==> config.mk <==
export PLATFORM = sky130hd
export DESIGN_NAME = clock_mode_ctrl_flat
export DESIGN_NICKNAME = d
export VERILOG_FILES = /design/src/rtl/clock_pkg.sv /design/src/rtl/clock_mode_ctrl_if.sv /design/src/rtl/clock_btn_edge.sv /design/src/rtl/clock_mode_ctrl.sv /design/src/flat_wrapper.sv
export SDC_FILE = /design/constraint.sdc
export NUM_CORES = 1
export LEC_CHECK = 0
export ABC_AREA = 0
export CAP_MARGIN = 25
export CORE_MARGIN = 2
export CORE_UTILIZATION = 56
export CTS_CLUSTER_DIAMETER = 200
export DETAILED_ROUTE_END_ITERATION = 10
export DONT_BUFFER_PORTS = 1
export GPL_TIMING_DRIVEN = 0
export PLACE_DENSITY = 0.82
export SETUP_SLACK_MARGIN = 0.4
export SLEW_MARGIN = 5
export SYNTH_ARGS = -nofsm -noshare
export SYNTH_HDL_FRONTEND = slang
export SYNTH_SLANG_ARGS = --single-unit
==> constraint.sdc <==
create_clock -name clk -period 1.75 [get_ports clk]
set_input_delay 0.2625 -clock clk [delete_from_list [all_inputs] [get_ports clk]]
set_output_delay 0.2625 -clock clk [all_outputs]
set_load 0.005 [all_outputs]
==> src/rtl/clock_pkg.sv <==
// Shared encodings, digit widths and time limits for the clock_mode_ctrl slice.
// BCD increment helpers carry digit-by-digit; no binary-to-BCD conversion anywhere.
package clock_pkg;

    localparam int DU_W       = 4;   // units digit (BCD)
    localparam int DT_W       = 3;   // minutes/seconds tens digit
    localparam int HT_W       = 2;   // hours tens digit
    localparam int MODE_W     = 2;

    localparam int LIM_HOURS  = 23;
    localparam int LIM_MINSEC = 59;

    localparam logic [DU_W-1:0] LIM_UNITS      = 4'd9;
    localparam logic [DT_W-1:0] LIM_TENS       = DT_W'(LIM_MINSEC / 10);
    localparam logic [HT_W-1:0] HOUR_TENS_MAX  = HT_W'(LIM_HOURS / 10);
    localparam logic [DU_W-1:0] HOUR_UNITS_MAX = DU_W'(LIM_HOURS % 10);

    typedef enum logic [MODE_W-1:0] {
        ST_RUN      = 2'd0,
        ST_SET_HOUR = 2'd1,
        ST_SET_MIN  = 2'd2
    } state_t;

    typedef struct packed {
        logic [DT_W-1:0] d2;
        logic [DU_W-1:0] d1;
    } bcd60_t;

    typedef struct packed {
        logic [HT_W-1:0] d2;
        logic [DU_W-1:0] d1;
    } bcd24_t;

    function automatic logic bcd60_max(bcd60_t v);
        return (v.d2 == LIM_TENS) && (v.d1 == LIM_UNITS);
    endfunction

    function automatic bcd60_t bcd60_inc(bcd60_t v);
        bcd60_t n = v;
        if (v.d1 != LIM_UNITS) begin
            n.d1 = v.d1 + 1'b1;
        end else begin
            n.d1 = '0;
            n.d2 = (v.d2 == LIM_TENS) ? '0 : v.d2 + 1'b1;
        end
        return n;
    endfunction

    function automatic bcd24_t bcd24_inc(bcd24_t v);
        bcd24_t n = v;
        if ((v.d2 == HOUR_TENS_MAX) && (v.d1 == HOUR_UNITS_MAX)) begin
            n = '0;
        end else if (v.d1 == LIM_UNITS) begin
            n.d1 = '0;
            n.d2 = v.d2 + 1'b1;
        end else begin
            n.d1 = v.d1 + 1'b1;
        end
        return n;
    endfunction

endpackage

==> src/rtl/clock_mode_ctrl_if.sv <==
// Control/display bundle between the clock controller and its driver.
interface clock_mode_ctrl_if;
    import clock_pkg::*;

    logic              tick;
    logic              btn_mode;
    logic              btn_inc;
    logic [DU_W-1:0]   sec_d1;
    logic [DT_W-1:0]   sec_d2;
    logic [DU_W-1:0]   min_d1;
    logic [DT_W-1:0]   min_d2;
    logic [DU_W-1:0]   hour_d1;
    logic [HT_W-1:0]   hour_d2;
    logic [MODE_W-1:0] mode;
    logic              blink;
    logic              min_pulse;

    modport master (
        output tick, btn_mode, btn_inc,
        input  sec_d1, sec_d2, min_d1, min_d2, hour_d1, hour_d2, mode, blink, min_pulse
    );

    modport slave (
        input  tick, btn_mode, btn_inc,
        output sec_d1, sec_d2, min_d1, min_d2, hour_d1, hour_d2, mode, blink, min_pulse
    );

endinterface

==> src/rtl/clock_btn_edge.sv <==
// Button synchronizer plus rising-edge detector producing a registered one-cycle event.
// Events stay disarmed after reset until a genuine low level has been sampled.
module clock_btn_edge #(
    parameter int SYNC_STAGES = 2
) (
    input  logic clk,
    input  logic reset,
    input  logic i_btn,
    output logic o_evt
);

    logic [SYNC_STAGES-1:0] r_sync;
    logic [SYNC_STAGES-1:0] r_fill;
    logic                   r_prev;
    logic                   r_armed;
    logic                   r_evt;
    logic                   w_sync;
    logic                   w_filled;

    assign w_sync   = r_sync[SYNC_STAGES-1];
    // Chain output only reflects a real sample once the reset zeros have flushed out.
    assign w_filled = r_fill[SYNC_STAGES-1];
    assign o_evt    = r_evt;

    always_ff @(posedge clk or negedge reset) begin
        if (!reset) begin
            r_sync  <= '0;
            r_fill  <= '0;
            r_prev  <= 1'b0;
            r_armed <= 1'b0;
            r_evt   <= 1'b0;
        end else begin
            r_sync  <= {r_sync[SYNC_STAGES-2:0], i_btn};
            r_fill  <= {r_fill[SYNC_STAGES-2:0], 1'b1};
            r_prev  <= w_sync;
            r_armed <= r_armed | (w_filled & ~w_sync);
            r_evt   <= w_sync & ~r_prev & r_armed;
        end
    end

endmodule

==> src/rtl/clock_mode_ctrl.sv <==
// HH:MM:SS BCD clock with RUN / SET_HOUR / SET_MIN editing driven by two raw buttons.
module clock_mode_ctrl
    import clock_pkg::*;
#(
    parameter int SYNC_STAGES = 2
) (
    input  logic               clk,
    input  logic               reset,
    clock_mode_ctrl_if.slave   bus
);

    logic   w_mode_evt;
    logic   w_inc_evt;
    state_t r_state;
    bcd60_t r_sec;
    bcd60_t r_min;
    bcd24_t r_hour;
    logic   r_blink;
    logic   r_min_pulse;

    clock_btn_edge #(.SYNC_STAGES(SYNC_STAGES)) u_mode_edge (
        .clk(clk), .reset(reset), .i_btn(bus.btn_mode), .o_evt(w_mode_evt)
    );

    clock_btn_edge #(.SYNC_STAGES(SYNC_STAGES)) u_inc_edge (
        .clk(clk), .reset(reset), .i_btn(bus.btn_inc), .o_evt(w_inc_evt)
    );

    always_ff @(posedge clk or negedge reset) begin
        if (!reset) begin
            r_state     <= ST_RUN;
            r_sec       <= '0;
            r_min       <= '0;
            r_hour      <= '0;
            r_blink     <= 1'b1;
            r_min_pulse <= 1'b0;
        end else begin
            r_min_pulse <= 1'b0;
            case (r_state)
                ST_RUN: begin
                    r_blink <= 1'b1;
                    // Mode press beats a coincident tick; seconds restart from 00 anyway.
                    if (w_mode_evt) begin
                        r_state <= ST_SET_HOUR;
                        r_sec   <= '0;
                    end else if (bus.tick) begin
                        r_sec <= bcd60_inc(r_sec);
                        if (bcd60_max(r_sec)) begin
                            r_min_pulse <= 1'b1;
                            r_min       <= bcd60_inc(r_min);
                            if (bcd60_max(r_min)) r_hour <= bcd24_inc(r_hour);
                        end
                    end
                end
                ST_SET_HOUR: begin
                    if (w_mode_evt) begin
                        r_state <= ST_SET_MIN;
                        r_blink <= 1'b1;
                    end else if (w_inc_evt) begin
                        r_hour  <= bcd24_inc(r_hour);
                        r_blink <= 1'b1;
                    end else if (bus.tick) begin
                        r_blink <= ~r_blink;
                    end
                end
                ST_SET_MIN: begin
                    if (w_mode_evt) begin
                        r_state <= ST_RUN;
                        r_sec   <= '0;
                        r_blink <= 1'b1;
                    end else if (w_inc_evt) begin
                        r_min   <= bcd60_inc(r_min);
                        r_blink <= 1'b1;
                    end else if (bus.tick) begin
                        r_blink <= ~r_blink;
                    end
                end
                default: begin
                    r_state <= ST_RUN;
                    r_blink <= 1'b1;
                end
            endcase
        end
    end

    assign bus.sec_d1    = r_sec.d1;
    assign bus.sec_d2    = r_sec.d2;
    assign bus.min_d1    = r_min.d1;
    assign bus.min_d2    = r_min.d2;
    assign bus.hour_d1   = r_hour.d1;
    assign bus.hour_d2   = r_hour.d2;
    assign bus.mode      = r_state;
    assign bus.blink     = r_blink;
    assign bus.min_pulse = r_min_pulse;

endmodule

==> src/flat_wrapper.sv <==
// flat-port wrapper written by rule: the top's interface ports become plain ports
module clock_mode_ctrl_flat import clock_pkg::*;
#(
    parameter int SYNC_STAGES = 2
)
  (clk, reset, bus_tick, bus_btn_mode, bus_btn_inc, bus_sec_d1, bus_sec_d2, bus_min_d1, bus_min_d2, bus_hour_d1, bus_hour_d2, bus_mode, bus_blink, bus_min_pulse);
  clock_mode_ctrl_if bus_i ();
  input  logic clk;
  input  logic reset;
  input wire logic [$bits(bus_i.tick)-1:0] bus_tick;
  input wire logic [$bits(bus_i.btn_mode)-1:0] bus_btn_mode;
  input wire logic [$bits(bus_i.btn_inc)-1:0] bus_btn_inc;
  output wire logic [$bits(bus_i.sec_d1)-1:0] bus_sec_d1;
  output wire logic [$bits(bus_i.sec_d2)-1:0] bus_sec_d2;
  output wire logic [$bits(bus_i.min_d1)-1:0] bus_min_d1;
  output wire logic [$bits(bus_i.min_d2)-1:0] bus_min_d2;
  output wire logic [$bits(bus_i.hour_d1)-1:0] bus_hour_d1;
  output wire logic [$bits(bus_i.hour_d2)-1:0] bus_hour_d2;
  output wire logic [$bits(bus_i.mode)-1:0] bus_mode;
  output wire logic [$bits(bus_i.blink)-1:0] bus_blink;
  output wire logic [$bits(bus_i.min_pulse)-1:0] bus_min_pulse;
  assign bus_i.tick = bus_tick;
  assign bus_i.btn_mode = bus_btn_mode;
  assign bus_i.btn_inc = bus_btn_inc;
  assign bus_sec_d1 = bus_i.sec_d1;
  assign bus_sec_d2 = bus_i.sec_d2;
  assign bus_min_d1 = bus_i.min_d1;
  assign bus_min_d2 = bus_i.min_d2;
  assign bus_hour_d1 = bus_i.hour_d1;
  assign bus_hour_d2 = bus_i.hour_d2;
  assign bus_mode = bus_i.mode;
  assign bus_blink = bus_i.blink;
  assign bus_min_pulse = bus_i.min_pulse;
  clock_mode_ctrl #(.SYNC_STAGES(SYNC_STAGES)) u_core (.clk(clk), .reset(reset), .bus(bus_i));
endmodule
### Yosys cells after proc, flatten, opt, wreduce, memory -nomap -nowiden

Index checks and enable logic that the tools add are counted.
Widths: inputs -> output; s select.

| operators by class | value |
|---|---|
| $add $sub $neg | 6 |
| bitwise gates (word level) | 13 |
| reductions and logical operators | 12 |
| mux-type cells | 38 |
| equal/unequal tests | 25 |

Operators by type and width:

| cell | number |
|---|---|
| $mux 7 | 8 |
| $mux 6 | 7 |
| $pmux 7 s2 | 2 |
| $ne 2x2->1 const B | 9 |
| $add 4x1->4 const B | 3 |
| $eq 4x4->1 const B | 3 |
| $mux 3 | 4 |
| $mux 4 | 3 |
| $pmux 6 s2 | 1 |
| $mux 1 | 8 |
| $mux 2 | 4 |
| $ne 4x4->1 const B | 2 |
| $reduce_and 7->1 | 1 |
| $add 3x1->3 const B | 2 |
| $and 1x1->1 | 6 |
| $eq 3x3->1 const B | 2 |
| $ne 3x3->1 const B | 2 |
| $pmux 2 s3 | 1 |
| $reduce_and 3->1 | 2 |
| $reduce_and 6->1 | 1 |
| $not 1->1 | 5 |
| $eq 2x2->1 const B | 2 |
| $eq 4x2->1 const B | 1 |
| $ne 2x1->1 const B | 2 |
| other kinds (9) | 13 |

| word-level totals | value |
|---|---|
| output and inout bits | 24 |
| input port bits | 5 |
| logic and storage cells | 113 |
| register bits | 38 |

### Logic depth before layout (Yosys ltp)

| depth | value |
|---|---|
| depth after elaboration | 8 |
| gate-level depth with buffers | 7 |
| gate-level depth less buffers | 6 |

### By module

A second synthesis with hierarchy kept.

| unflattened totals | value |
|---|---|
| cell total of the unflattened synthesis | 158 |
| area total of the unflattened synthesis | 1804.2 um^2 |

By module, submodules not included:

| module | area each (um^2) | instances | cells an instance |
|---|---|---|---|
| clock_mode_ctrl | 1408.9 | 1 | 134 |
| clock_btn_edge | 197.7 | 2 | 12 |

### Worst setup path before layout

No wires, ideal clock.

| timing path | value |
|---|---|
| kind | flip-flop to flip-flop |
| from | register u_core.r_state[1] (netlist: u_core.bus.mode[1]) |
| to | register u_core.r_hour (netlist bit u_core.bus.hour_d2[0]) |
| library setup time | 0.128 ns |
| period minus slack after synthesis | 1.894 ns |
| slack | -0.144 ns |
| required time | 1.622 ns |
| arrival | 1.766 ns |
| cell stages (with the launch flop) | 8 |
| buffers on the path | 1 |
| cells stage by stage | dfrtp_1 inv_1 ha_1 buf_2 nand4b_1 o41ai_4 nand3_2 mux2_1 |

| between the ends | value |
|---|---|
| longest elaborated chain between the ends | 3 |
| elaborated cells between the ends (all ways) | 11 |

RTL lines:

| item | line | RTL |
|---|---|---|
| start: declaration | clock_mode_ctrl.sv:14 | `state_t r_state;` |
| start signal: assignment | clock_mode_ctrl.sv:31 | `r_state <= ST_RUN;` |
| start signal: assignment | clock_mode_ctrl.sv:44 | `r_state <= ST_SET_HOUR;` |
| start signal: assignment | clock_mode_ctrl.sv:57 | `r_state <= ST_SET_MIN;` |
| $eq 2x1->1 or $logic_not 2->1 (tied branches) | clock_mode_ctrl.sv:39 | `case (r_state)` |
| $ne 2x2->1 (no line), or another cell as far along | n/a |  |
| $reduce_and 7->1 (no line) | n/a |  |
| end signal: assignment | clock_mode_ctrl.sv:51 | `if (bcd60_max(r_min)) r_hour <= bcd24_inc(r_hour);` |
| end signal: assignment | clock_mode_ctrl.sv:60 | `r_hour <= bcd24_inc(r_hour);` |
| end: declaration | clock_mode_ctrl.sv:17 | `bcd24_t r_hour;` |

Several ways; a longest one is shown, not always the timed one.
A chain may end at the register's enable or synchronous reset.

### Worst setup path after layout

| timing path | value |
|---|---|
| from | register u_core.r_state[0] (netlist: u_core.bus.mode[0]) |
| to | register u_core.r_hour (netlist bit u_core.bus.hour_d1[0]) |

The elaborated chain is that of the path after synthesis.

==> results.md <==
- Status: complete, but fails checks
- Initial antenna violation count: 0
- Global-route wire length before repair: between 5000 and 6000 um
- # clock sinks: 36
- Synth warn: 0
- DR WL/cell: ~16 um
- Combinational share of power: between 40% and 50%
- Critical-path top delay cell: dfrtp_2
- Die Ht: just over 60 um
- Crit-path max cell delay: 0.48 ns
- Worst Setup Slack, final: -0.156 ns
- Mean Syn Cell Area: about 12 um2
- Die ar.: about 3700 um2
- Setup CP Type: reg -> reg
- H-tree depth: 2
- Vias per inst: 5.67
- RSZ-0062 raised after global routing: true
- Drt total wl: between 3000 and 4000 um
- Critical path, cell by cell: inv_2 > ha_4 > buf_8 > nand4b_1 > o41ai_4 > buf_4 > nand2_2 > mux2_4
- Switching Fraction: between 40% and 50%
- Post-Synthesis Cells: 155
- Pre-CTS setup slack: -0.313 ns
- Worst IR drop on VDD: 896 uV
- Leak: 1.06 nW
- Failing checks: setup timing
- Detailed Place HPWL: about 2300 um
- XOR/XNOR Fraction of Synth Area: around 2.4%
- Cell Int Power: approximately 2.2 mW
- Unique masters post-synth: 47
- Max cap viols: 0
- Crit path DAT: between 2 and 2.5 ns
- Adder-Cell Fraction of Synth Area: around 5.5%
- Cell Pwr Density: between 1500 and 2000 nW/um2
- Via count: 1270
- Fmax: between 500 and 600 MHz
- Req. time, crit path: ~2.0 ns
- Post-synth top flop: dfrtp_1
- Worst skew pair latency: 0.35 ns
- DR pass1 iterations: 4
- DIE WIDTH: ~61 um
- Rows: 20
- CP endpoint kind: flip-flop
- Final net count: ~190
- Period utilization: 109%
- Syn Nets: between 150 and 200
- Area contributors post-synth: dfrtp_1 (48%), ha_1 (5.5%), mux2_1 (4.4%), nor2_1 (3.1%), inv_1 (2.3%)
- Max Slew Vio Count: 0
- EDFF count, synth: 0
- Drc violations: 0
- N_diodes: 0
- Vias in the first global route: approximately 1300
- Tot GR Track Use: between 20% and 30%
- Clk pin slew, worst setup/hold paths: about 0.12 ns
- Yosys top cell by area: dfrtp_1
- Post-synthesis sequential area ratio: 49.8%
- Bufs and invs on worst path: 3
- Count of input and output buffers: 0
- Psw: 1.53 mW
- Top cell family by delay on the critical path: flip-flops
- Netlist Area Pre-Place: between 1500 and 2000 um2
- Top-level I/O count: 29
- Clk root buf: clkbuf_4
- Max clock buf depth: 2
- Initial Util: 59.3%
- Largest family of logic cells by synthesized area: simple AND/OR/NAND/NOR gates
- Core ar.: 3050 um2
- Final setup fails: 14
- Synth top area share: roughly 48%
- Final instance area: 2270 um2
- Asr flop ratio synth: 100%
- #FFs+latches synth: 36
- Min cycle time layout: about 1.9 ns
- Synth-to-layout area growth: 25.6%
- Global route overflow: 0
- Top-count cell post-synth: dfrtp_1
- Register share of total power: just under 40%
- CTS buffer count: 5
- Mux contribution to synthesized area: roughly 6.1%
- Gpl congestion: 0.733
- Worst Hold Class: in -> reg
- Layout cells sized above 1: 36.1%
- Compound-gate portion of the synthesized area: 14.6%
- Dpl cell area: roughly 1900 um2
- Final hold vios: 0
- Post-Synth Simple-Gate Area: a little under a fifth
- Routed Antenna Nets: 0
- Clk_skew: about 0.0066 ns
- Iter 0 DRT Violations: 67
- Clk pwr share: about an eighth
- Synth cell count leaders: dfrtp_1 (35), nor2_1 (15), inv_1 (11)
- Largest net degree at the start of global routing: 37
- Max FO, Critical Path: 8
- CP startpoint kind: flip-flop
- TritonCTS clock tree: yes
## timing repair
item / 4_1_cts / 5_1_grt
hold buffers: 4 / 0
pin swaps: 4 / 6
setup buffers: 7 / 6
setup endpoints to repair: 21 / 23
resized for setup: 8 / 28
cloned: 0 / 0
hold endpoints to repair: 38 / 0
## per-layer routing
layer / share of wire (%) / track usage (%)
met5: 0 / 0
met4: 2.4 / 10.9
met3: 5.6 / 7.68
met2: 50 / 33.8
met1: 42 / 26.4
## final cells by class
cell class                 count  area (um2)
inverter                      11        43.8
buffer                         3        25.0
sequential                    36         906
fill                         206         778
multi-input combinational    105        1010
clock buffer                   5        37.5
clock inverter                 3        23.8
tap                           44        55.1
timing repair buffer          17         171
## cell families after synthesis
group / after synthesis
buffers and inverters: 14
AOI/OAI and AO/OA: 28
muxes: 10
other: 1
adders and majority gates: 8
xor gates and xnor gates: 5
and+or+nand+nor: 53
DFF: 36
## flip-flops by register name, summed over array words and instances, names as in the netlist, 2 cells and up
signal	count
u_core.bus.hour_d1	4
u_core.bus.hour_d2	2
u_core.bus.min_d1	4
u_core.bus.min_d2	3
u_core.bus.mode	2
u_core.bus.sec_d1	4
u_core.bus.sec_d2	3
u_core.u_inc_edge.r_sync	2
u_core.u_mode_edge.r_sync	2
## per-stage QoR
stage	hold WS, ns	power [mW]	setup TNS [ns]	cells	util, %
after global routing	0.0592	4.01	-2.35	224	74.5
after floorplan	-0.0331	2.36	-0.440	155	-
final	0.0769	3.73	-1.14	224	74.5
after CTS	0.0641	3.30	-1.52	218	69.1
after global placement	-0.0324	2.53	-1.10	199	62.7
after detailed placement	-0.0324	2.64	-2.02	199	62.7
## worst register-to-register path, stage by stage, from the launching register on
cell	delay, ns
dfrtp_2	0.48
inv_2	0.10
ha_4	0.14
buf_8	0.12
nand4b_1	0.15
o41ai_4	0.23
buf_4	0.19
nand2_2	0.08
mux2_4	0.32
## power groups by stage
stage / logic, mW / clock network (mW) / registers (mW)
3_5_place_dp: 1.18 / 0 / 1.45
3_3_place_gp: 1.11 / 0 / 1.42
6_report: 1.80 / 0.472 / 1.46
2_1_floorplan: 1.00 / 0 / 1.36
4_1_cts: 1.38 / 0.471 / 1.44
5_1_grt: 1.97 / 0.529 / 1.51
## layout by cell type (no fill, tap or decap), types with 4 or more instances in the layout
cell type and instances:
buf_4 9, nand3_1 4, nand2_1 9, dfrtp_1 32
mux2_4 4, clkbuf_4 5, ha_1 4, nor2_1 13
inv_1 8, xnor2_1 4
## path summary, 6_finish.rpt
check	start	to	slack (ns)	depth (start not counted)
max	u_core.bus.mode[0]$_DFFE_PN0P_	u_core.bus.hour_d1[0]$_DFFE_PN0P_	-0.16	8
min	bus_tick	u_core.bus.blink$_DFFE_PN1P_	0.08	2
max reg2reg	u_core.bus.mode[0]$_DFFE_PN0P_	u_core.bus.hour_d1[0]$_DFFE_PN0P_	-0.16	8
min reg2reg	u_core.u_mode_edge.r_sync[0]$_DFF_PN0_	u_core.u_mode_edge.r_sync[1]$_DFF_PN0_	0.37	0
max in group asynchronous	reset	u_core.bus.blink$_DFFE_PN1P_	1.16	2
min in group asynchronous	reset	u_core.bus.sec_d1[3]$_DFFE_PN0P_	0.35	2
No activity file was read; power rests on OpenSTA's default activity.
